[config.mk]
export PLATFORM = sky130hd
export DESIGN_NAME = alu_op_sequencer_flat
export DESIGN_NICKNAME = d
export VERILOG_FILES = /design/src/rtl/alu_pkg.sv /design/src/rtl/alu_op_sequencer_if.sv /design/src/rtl/alu_unit_decode.sv /design/src/rtl/alu_op_sequencer.sv /design/src/flat_wrapper.sv
export SDC_FILE = /design/constraint.sdc
export NUM_CORES = 1
export LEC_CHECK = 0
export ABC_AREA = 1
export CORE_MARGIN = 2
export CORE_UTILIZATION = 47
export DETAILED_ROUTE_END_ITERATION = 12
export DONT_BUFFER_PORTS = 1
export MAX_ROUTING_LAYER = met4
export SKIP_CTS_REPAIR_TIMING = 1
export SYNTH_ARGS = -nofsm -noshare
export SYNTH_HDL_FRONTEND = slang
export SYNTH_SLANG_ARGS = --single-unit
export TNS_END_PERCENT = 1
[constraint.sdc]
create_clock -name clk -period 3.4 [get_ports clk]
set_input_delay 0.51 -clock clk [delete_from_list [all_inputs] [get_ports clk]]
set_output_delay 0.51 -clock clk [all_outputs]
set_load 0.02 [all_outputs]
[src/rtl/alu_pkg.sv]
// alu_pkg: shared unit-select codes, logic sub-function codes and sequencer FSM states.
// Revision 1.0
`default_nettype none

package alu_pkg;

    localparam logic [1:0] UNIT_ARITH = 2'b00;
    localparam logic [1:0] UNIT_LOG   = 2'b01;
    localparam logic [1:0] UNIT_CMP   = 2'b10;
    localparam logic [1:0] UNIT_SHIFT = 2'b11;

    localparam logic [1:0] LOG_AND  = 2'b00;
    localparam logic [1:0] LOG_OR   = 2'b01;
    localparam logic [1:0] LOG_NAND = 2'b10;
    localparam logic [1:0] LOG_NOR  = 2'b11;

    typedef enum logic [1:0] {
        ST_IDLE  = 2'd0,
        ST_ISSUE = 2'd1,
        ST_WAIT  = 2'd2,
        ST_DONE  = 2'd3
    } seq_state_t;

endpackage

`default_nettype wire

[src/rtl/alu_op_sequencer_if.sv]
// alu_op_sequencer_if: command and result handshakes of the ALU sequencer.
// Optional ALU_SEQ_STATUS_EN adds res_zero/res_err. Revision 1.0
`default_nettype none

interface alu_op_sequencer_if #(
    parameter int width = 16
) ();

    logic             cmd_valid;
    logic             cmd_ready;
    logic [3:0]       cmd_fun;
    logic [width-1:0] cmd_a;
    logic [width-1:0] cmd_b;
    logic             res_valid;
    logic             res_ready;
    logic [width-1:0] res_data;
`ifdef ALU_SEQ_STATUS_EN
    logic             res_zero;
    logic             res_err;

    modport master (
        output cmd_valid, cmd_fun, cmd_a, cmd_b, res_ready,
        input  cmd_ready, res_valid, res_data, res_zero, res_err
    );
    modport slave (
        input  cmd_valid, cmd_fun, cmd_a, cmd_b, res_ready,
        output cmd_ready, res_valid, res_data, res_zero, res_err
    );
`else
    modport master (
        output cmd_valid, cmd_fun, cmd_a, cmd_b, res_ready,
        input  cmd_ready, res_valid, res_data
    );
    modport slave (
        input  cmd_valid, cmd_fun, cmd_a, cmd_b, res_ready,
        output cmd_ready, res_valid, res_data
    );
`endif

endinterface

`default_nettype wire

[src/rtl/alu_unit_decode.sv]
// alu_unit_decode: 2-bit unit select to one-hot enable, gated by issue.
// Revision 1.0
`default_nettype none

module alu_unit_decode
    import alu_pkg::*;
(
    input  logic [1:0] sel,
    input  logic       issue,
    output logic [3:0] en
);

    always_comb begin
        en = 4'b0000;
        if (issue) begin
            case (sel)
                UNIT_ARITH: en = 4'b0001;
                UNIT_LOG:   en = 4'b0010;
                UNIT_CMP:   en = 4'b0100;
                UNIT_SHIFT: en = 4'b1000;
                default:    en = 4'b0000;
            endcase
        end
    end

endmodule

`default_nettype wire

[src/rtl/alu_op_sequencer.sv]
// alu_op_sequencer: issues one ALU command to its unit, waits UNIT_LAT, returns the result.
// Optional ALU_SEQ_STATUS_EN adds res_zero/res_err. Revision 1.0
`default_nettype none

module alu_op_sequencer
    import alu_pkg::*;
#(
    parameter int width    = 16,
    parameter int UNIT_LAT = 1
) (
    input  logic             clk,
    input  logic             rest,
    alu_op_sequencer_if.slave bus,
    output logic [width-1:0] unit_A,
    output logic [width-1:0] unit_B,
    output logic [1:0]       unit_fun,
    output logic             arith_EN,
    output logic             log_EN,
    output logic             cmp_EN,
    output logic             shift_EN,
    input  logic [width-1:0] arith_out,
    input  logic [width-1:0] log_out,
    input  logic [width-1:0] cmp_out,
    input  logic [width-1:0] shift_out,
    input  logic             arith_flag,
    input  logic             log_flag,
    input  logic             cmp_flag,
    input  logic             shift_flag
);

    localparam int CNT_W = $clog2(UNIT_LAT + 1);

    seq_state_t       state, state_nxt;
    logic [1:0]       unit_sel, unit_sel_nxt;
    logic [CNT_W-1:0] cnt, cnt_nxt;
    logic             flag_seen, flag_seen_nxt;
    logic [width-1:0] a_nxt, b_nxt, data_nxt, sel_out, capture;
    logic [1:0]       fun_nxt;
    logic             sel_flag;
    logic             accept;
    logic [3:0]       en_nxt;
`ifdef ALU_SEQ_STATUS_EN
    logic             zero_nxt, err_nxt;
`endif

    assign accept = (state == ST_IDLE) && bus.cmd_valid;

    // Enables are decoded from the incoming command so they can be registered into ISSUE.
    alu_unit_decode u_decode (
        .sel   (bus.cmd_fun[3:2]),
        .issue (accept),
        .en    (en_nxt)
    );

    always_comb begin
        sel_out  = arith_out;
        sel_flag = arith_flag;
        case (unit_sel)
            UNIT_ARITH: begin sel_out = arith_out; sel_flag = arith_flag; end
            UNIT_LOG:   begin sel_out = log_out;   sel_flag = log_flag;   end
            UNIT_CMP:   begin sel_out = cmp_out;   sel_flag = cmp_flag;   end
            UNIT_SHIFT: begin sel_out = shift_out; sel_flag = shift_flag; end
            default:    begin sel_out = arith_out; sel_flag = arith_flag; end
        endcase
    end

    assign capture = flag_seen ? sel_out : '0;

    always_comb begin
        state_nxt     = state;
        unit_sel_nxt  = unit_sel;
        cnt_nxt       = cnt;
        flag_seen_nxt = flag_seen;
        a_nxt         = unit_A;
        b_nxt         = unit_B;
        fun_nxt       = unit_fun;
        data_nxt      = bus.res_data;
`ifdef ALU_SEQ_STATUS_EN
        zero_nxt      = bus.res_zero;
        err_nxt       = bus.res_err;
`endif
        case (state)
            ST_IDLE: begin
                if (accept) begin
                    a_nxt        = bus.cmd_a;
                    b_nxt        = bus.cmd_b;
                    fun_nxt      = bus.cmd_fun[1:0];
                    unit_sel_nxt = bus.cmd_fun[3:2];
                    state_nxt    = ST_ISSUE;
                end
            end
            ST_ISSUE: begin
                flag_seen_nxt = sel_flag;
                cnt_nxt       = CNT_W'(UNIT_LAT);
                state_nxt     = ST_WAIT;
            end
            ST_WAIT: begin
                cnt_nxt = cnt - CNT_W'(1);
                if (cnt == CNT_W'(1)) begin
                    data_nxt  = capture;
`ifdef ALU_SEQ_STATUS_EN
                    zero_nxt  = (capture == '0);
                    err_nxt   = ~flag_seen;
`endif
                    state_nxt = ST_DONE;
                end
            end
            ST_DONE: begin
                if (bus.res_ready) begin
`ifdef ALU_SEQ_STATUS_EN
                    zero_nxt  = 1'b0;
                    err_nxt   = 1'b0;
`endif
                    state_nxt = ST_IDLE;
                end
            end
            default: state_nxt = ST_IDLE;
        endcase
    end

    always_ff @(posedge clk or negedge rest) begin
        if (!rest) begin
            state         <= ST_IDLE;
            unit_sel      <= 2'b00;
            cnt           <= '0;
            flag_seen     <= 1'b0;
            unit_A        <= '0;
            unit_B        <= '0;
            unit_fun      <= 2'b00;
            arith_EN      <= 1'b0;
            log_EN        <= 1'b0;
            cmp_EN        <= 1'b0;
            shift_EN      <= 1'b0;
            bus.cmd_ready <= 1'b1;
            bus.res_valid <= 1'b0;
            bus.res_data  <= '0;
`ifdef ALU_SEQ_STATUS_EN
            bus.res_zero  <= 1'b0;
            bus.res_err   <= 1'b0;
`endif
        end else begin
            state         <= state_nxt;
            unit_sel      <= unit_sel_nxt;
            cnt           <= cnt_nxt;
            flag_seen     <= flag_seen_nxt;
            unit_A        <= a_nxt;
            unit_B        <= b_nxt;
            unit_fun      <= fun_nxt;
            arith_EN      <= en_nxt[0];
            log_EN        <= en_nxt[1];
            cmp_EN        <= en_nxt[2];
            shift_EN      <= en_nxt[3];
            bus.cmd_ready <= (state_nxt == ST_IDLE);
            bus.res_valid <= (state_nxt == ST_DONE);
            bus.res_data  <= data_nxt;
`ifdef ALU_SEQ_STATUS_EN
            bus.res_zero  <= zero_nxt;
            bus.res_err   <= err_nxt;
`endif
        end
    end

endmodule

`default_nettype wire

[src/flat_wrapper.sv]
// flat-port wrapper written by rule: the top's interface ports become plain ports
module alu_op_sequencer_flat import alu_pkg::*;
#(
    parameter int width    = 16,
    parameter int UNIT_LAT = 1
)
  (clk, rest, unit_A, unit_B, unit_fun, arith_EN, log_EN, cmp_EN, shift_EN, arith_out, log_out, cmp_out, shift_out, arith_flag, log_flag, cmp_flag, shift_flag, bus_cmd_valid, bus_cmd_fun, bus_cmd_a, bus_cmd_b, bus_res_ready, bus_cmd_ready, bus_res_valid, bus_res_data);
  alu_op_sequencer_if #(.width(width)) bus_i ();
  input  logic clk;
  input  logic rest;
  output logic [width-1:0] unit_A;
  output logic [width-1:0] unit_B;
  output logic [1:0] unit_fun;
  output logic arith_EN;
  output logic log_EN;
  output logic cmp_EN;
  output logic shift_EN;
  input  logic [width-1:0] arith_out;
  input  logic [width-1:0] log_out;
  input  logic [width-1:0] cmp_out;
  input  logic [width-1:0] shift_out;
  input  logic arith_flag;
  input  logic log_flag;
  input  logic cmp_flag;
  input  logic shift_flag;
  input wire logic [$bits(bus_i.cmd_valid)-1:0] bus_cmd_valid;
  input wire logic [$bits(bus_i.cmd_fun)-1:0] bus_cmd_fun;
  input wire logic [$bits(bus_i.cmd_a)-1:0] bus_cmd_a;
  input wire logic [$bits(bus_i.cmd_b)-1:0] bus_cmd_b;
  input wire logic [$bits(bus_i.res_ready)-1:0] bus_res_ready;
  output wire logic [$bits(bus_i.cmd_ready)-1:0] bus_cmd_ready;
  output wire logic [$bits(bus_i.res_valid)-1:0] bus_res_valid;
  output wire logic [$bits(bus_i.res_data)-1:0] bus_res_data;
  assign bus_i.cmd_valid = bus_cmd_valid;
  assign bus_i.cmd_fun = bus_cmd_fun;
  assign bus_i.cmd_a = bus_cmd_a;
  assign bus_i.cmd_b = bus_cmd_b;
  assign bus_i.res_ready = bus_res_ready;
  assign bus_cmd_ready = bus_i.cmd_ready;
  assign bus_res_valid = bus_i.res_valid;
  assign bus_res_data = bus_i.res_data;
  alu_op_sequencer #(.width(width), .UNIT_LAT(UNIT_LAT)) u_core (.clk(clk), .rest(rest), .bus(bus_i), .unit_A(unit_A), .unit_B(unit_B), .unit_fun(unit_fun), .arith_EN(arith_EN), .log_EN(log_EN), .cmp_EN(cmp_EN), .shift_EN(shift_EN), .arith_out(arith_out), .log_out(log_out), .cmp_out(cmp_out), .shift_out(shift_out), .arith_flag(arith_flag), .log_flag(log_flag), .cmp_flag(cmp_flag), .shift_flag(shift_flag));
endmodule
==> run_results.csv <==
group,metric,value,unit
run_status,outcome,"finished clean",
die,die-area,0.00688,mm^2
die,row_count,28,
sta,fin_worst_skew,0.0107,ns
finish,drive_gt1_share,7.59,%
sta,tightestPinTransition,0.782,ns
synth,synth_cell_types,24,
grt,grt_max_degree,63,
route,drc,0,
critical_path,worst_path_largest_cell_delay,0.47,ns
sta,grt_setup_unrepaired,"false",
die,die_h,82.9,um
finish,fin_area,0.00318,mm^2
grt,grt_pass1_wl,11200,um
placed_design,numPortBuffers,0,
placed_design,detailedPlace.worstSlack,1.60,ns
route,vias,2318,
synth,synth_area_per_cell,7.75,um^2
clock_tree,h-tree-depth,3,
clock_tree,cts_tree,"yes",
synth,ys_seq_area_share,53.0,%
critical_path,cp_num_buf_inv,3,
grt,antenna_found_initial,0,
clock_tree,cts.sinks,62,
synth,synthTopCellsByArea,"dfrtp_1 52%, nand2_1 25%, nand3_1 3.8%, inv_1 3.3%, a21oi_1 2.6%",
power,ir_drop,0.465,mV
synth,synth.ff_latch_count,62,
sta,finalSetupViolCount,0,
route,postRouteAntennaNets,0,
clock_tree,cts_root_buf,"clkbuf_8",
placed_design,place_area,0.00295,mm^2
finish,syn_to_final_growth,8.46,%
grt,grt_pass1_vias,2393,
critical_path,crit_top_cell,"nand2_1",
synth,synthFlopType,"dfrtp_1",
clock_tree,insertion_delay,0.33,ns
critical_path,slowest_stage,"inv_1",
synth,synth_edf_count,0,
power,p_comb_share,30.7,%
power,switching_power,1.47,mW
critical_path,crit_start,"u_core.state[0]",
grt,grt_overflow,0,
die,num_io_pins,164,
critical_path,crit_fanout,22,
route,viasPerCell,5.07,
sta,max_freq,0.557,GHz
critical_path,setup.worst_path.class,"reg -> reg",
sta,max_slew_margin,47.8,%
synth,synth_nets,491,
sta,fin_crit,1.80,ns
clock_tree,cts_buffers,9,
critical_path,worstPathArrival,2.06,ns
critical_path,path_cells,"inv_1, ha_1, nand2_1, inv_1, buf_4, nand2_1, nand2_1",
sta,maxSlewViolCount,0,
grt,grtUsageTotal,21.1,%
critical_path,required,3.66,ns
sta,period_share,52.8,%
clock_tree,clkSlewWorstSetupHoldPaths,0.07,ns
synth,postSynthCellCount,378,
clock_tree,clock_path_buffers,2,
power,p_total,3.19,mW
synth,synth_top_area_share,52.1,%
power,pwr-share-clk,20.3,%
synth,synth_top_cell_by_area,"dfrtp_1",
sta,finalHoldViolations,0,
die,die_w,82.9,um
power,seqPwrFrac,49.0,%
power,leakagePower,1.72,nW
synth,synthTopCellsByCount,"195 x nand2_1, 61 x dfrtp_1, 26 x inv_1",
synth,ys_warn_count,0,
sta,setup_ws,1.60,ns
critical_path,critPathLaunchType,"flip-flop",
route,drt_iter0_drc,106,
power,powerDensity,1000,mW/mm^2
die,initial_core_util,49.2,%
power,p_sw_share,46.2,%
critical_path,critPathTopFamily,"buffers and inverters",
synth,syn_area,0.00293,mm^2
hold_path,worstHoldPathType,"in -> async",
die,core_area,0.00596,mm^2
critical_path,cp-end-kind,"flip-flop",
critical_path,r2r_start,"u_core.state[0]",
placed_design,hpwl,4710,um
finish,antenna_cells,0,
placed_design,place.gp.congestion,0.842,
route,post_drt_wl_per_cell,14.9,um
route,drt_pass1_iterations,4,
power,power.internal,1.72,mW
route,finalWirelength,6800,um
synth,synthMostInstantiatedCell,"nand2_1",
finish,final_nets,490,
sta,setup_tns,0,ns
synth,async_reset_ff_share,100,%
job,max_cap_violations,0,
-- registers in the layout, indices dropped and copies added, names as in the netlist --
register,cells
u_core.shift_EN,1
u_core.unit_fun,2
u_core.bus.res_data,16
u_core.state,2
u_core.cmp_EN,1
u_core.log_EN,1
u_core.bus.res_valid,1
u_core.unit_A,16
u_core.arith_EN,1
u_core.bus.cmd_ready,1
u_core.cnt,1
u_core.flag_seen,1
u_core.unit_B,16
u_core.unit_sel,2
-- cell usage in the layout, fill, tap and decap left out, drive strengths merged --
cell type    n
mux2         1
o21ai       22
clkbuf      11
dfstp        1
bufinv       1
inv         28
ha           5
nor2         7
a21oi       17
nand3       23
nor3         1
dfrtp       61
nand2      196
buf          3
clkinv       3
clkinvlp     2
-- stage by stage --
stage / util, % / hold WS, ns / instances
4_1_cts: 52.9 / -0.154 / 456
2_1_floorplan: - / 0.214 / 378
3_3_place_gp: 49.5 / 0.216 / 440
6_report: 53.3 / 0.0346 / 457
5_1_grt: 53.3 / 0.0547 / 457
3_5_place_dp: 49.5 / 0.216 / 440
-- power by group through the flow --
stage | clock (mW) | sequential (mW) | combinational, mW
3_5_place_dp | 0 | 1.57 | 0.982
2_1_floorplan | 0 | 1.51 | 0.824
6_report | 0.646 | 1.56 | 0.978
3_3_place_gp | 0 | 1.58 | 0.946
5_1_grt | 0.694 | 1.60 | 1.16
4_1_cts | 0.664 | 1.57 | 0.980
-- kinds of logic after synthesis --
group                    share of synthesized area, %
AND/OR/NAND/NOR                                  30.7
multiplexers                                    0.385
AO/OA/AOI/OAI                                    6.92
flip-flops                                       53.0
buffers and inverters                            6.79
adder cells (fa/ha/maj)                          2.14
-- area by class of cell --
type                       count  area, um^2
multi-input combinational    272        1180
clock buffer                  11         141
timing repair buffer           3        42.5
tap                           75        93.8
inverter                      29         110
sequential                    62        1550
fill                         572        2780
clock inverter                 5        58.8
-- per-layer routing --
layer	wire length, um	up-vias	track usage (%)
li1	-	1163	-
met1	2790	1030	23.5
met2	3320	110	35.5
met3	538	15	5.86
met4	150	0	9.54
met5	0	-	-
-- path summary, 6_finish.rpt --
check / slack, ns / depth (start not counted) / to
max: 1.60 / 7 / u_core.unit_B[7]
min reg2reg: 0.51 / 2 / u_core.flag_seen
max reg2reg: 1.60 / 7 / u_core.unit_B[7]
max in group asynchronous: 3.07 / 1 / u_core.bus.cmd_ready
min: 0.03 / 1 / u_core.bus.res_data[6]
min in group clk: 0.23 / 1 / u_core.log_EN
No activity file was read; power rests on OpenSTA's default activity.
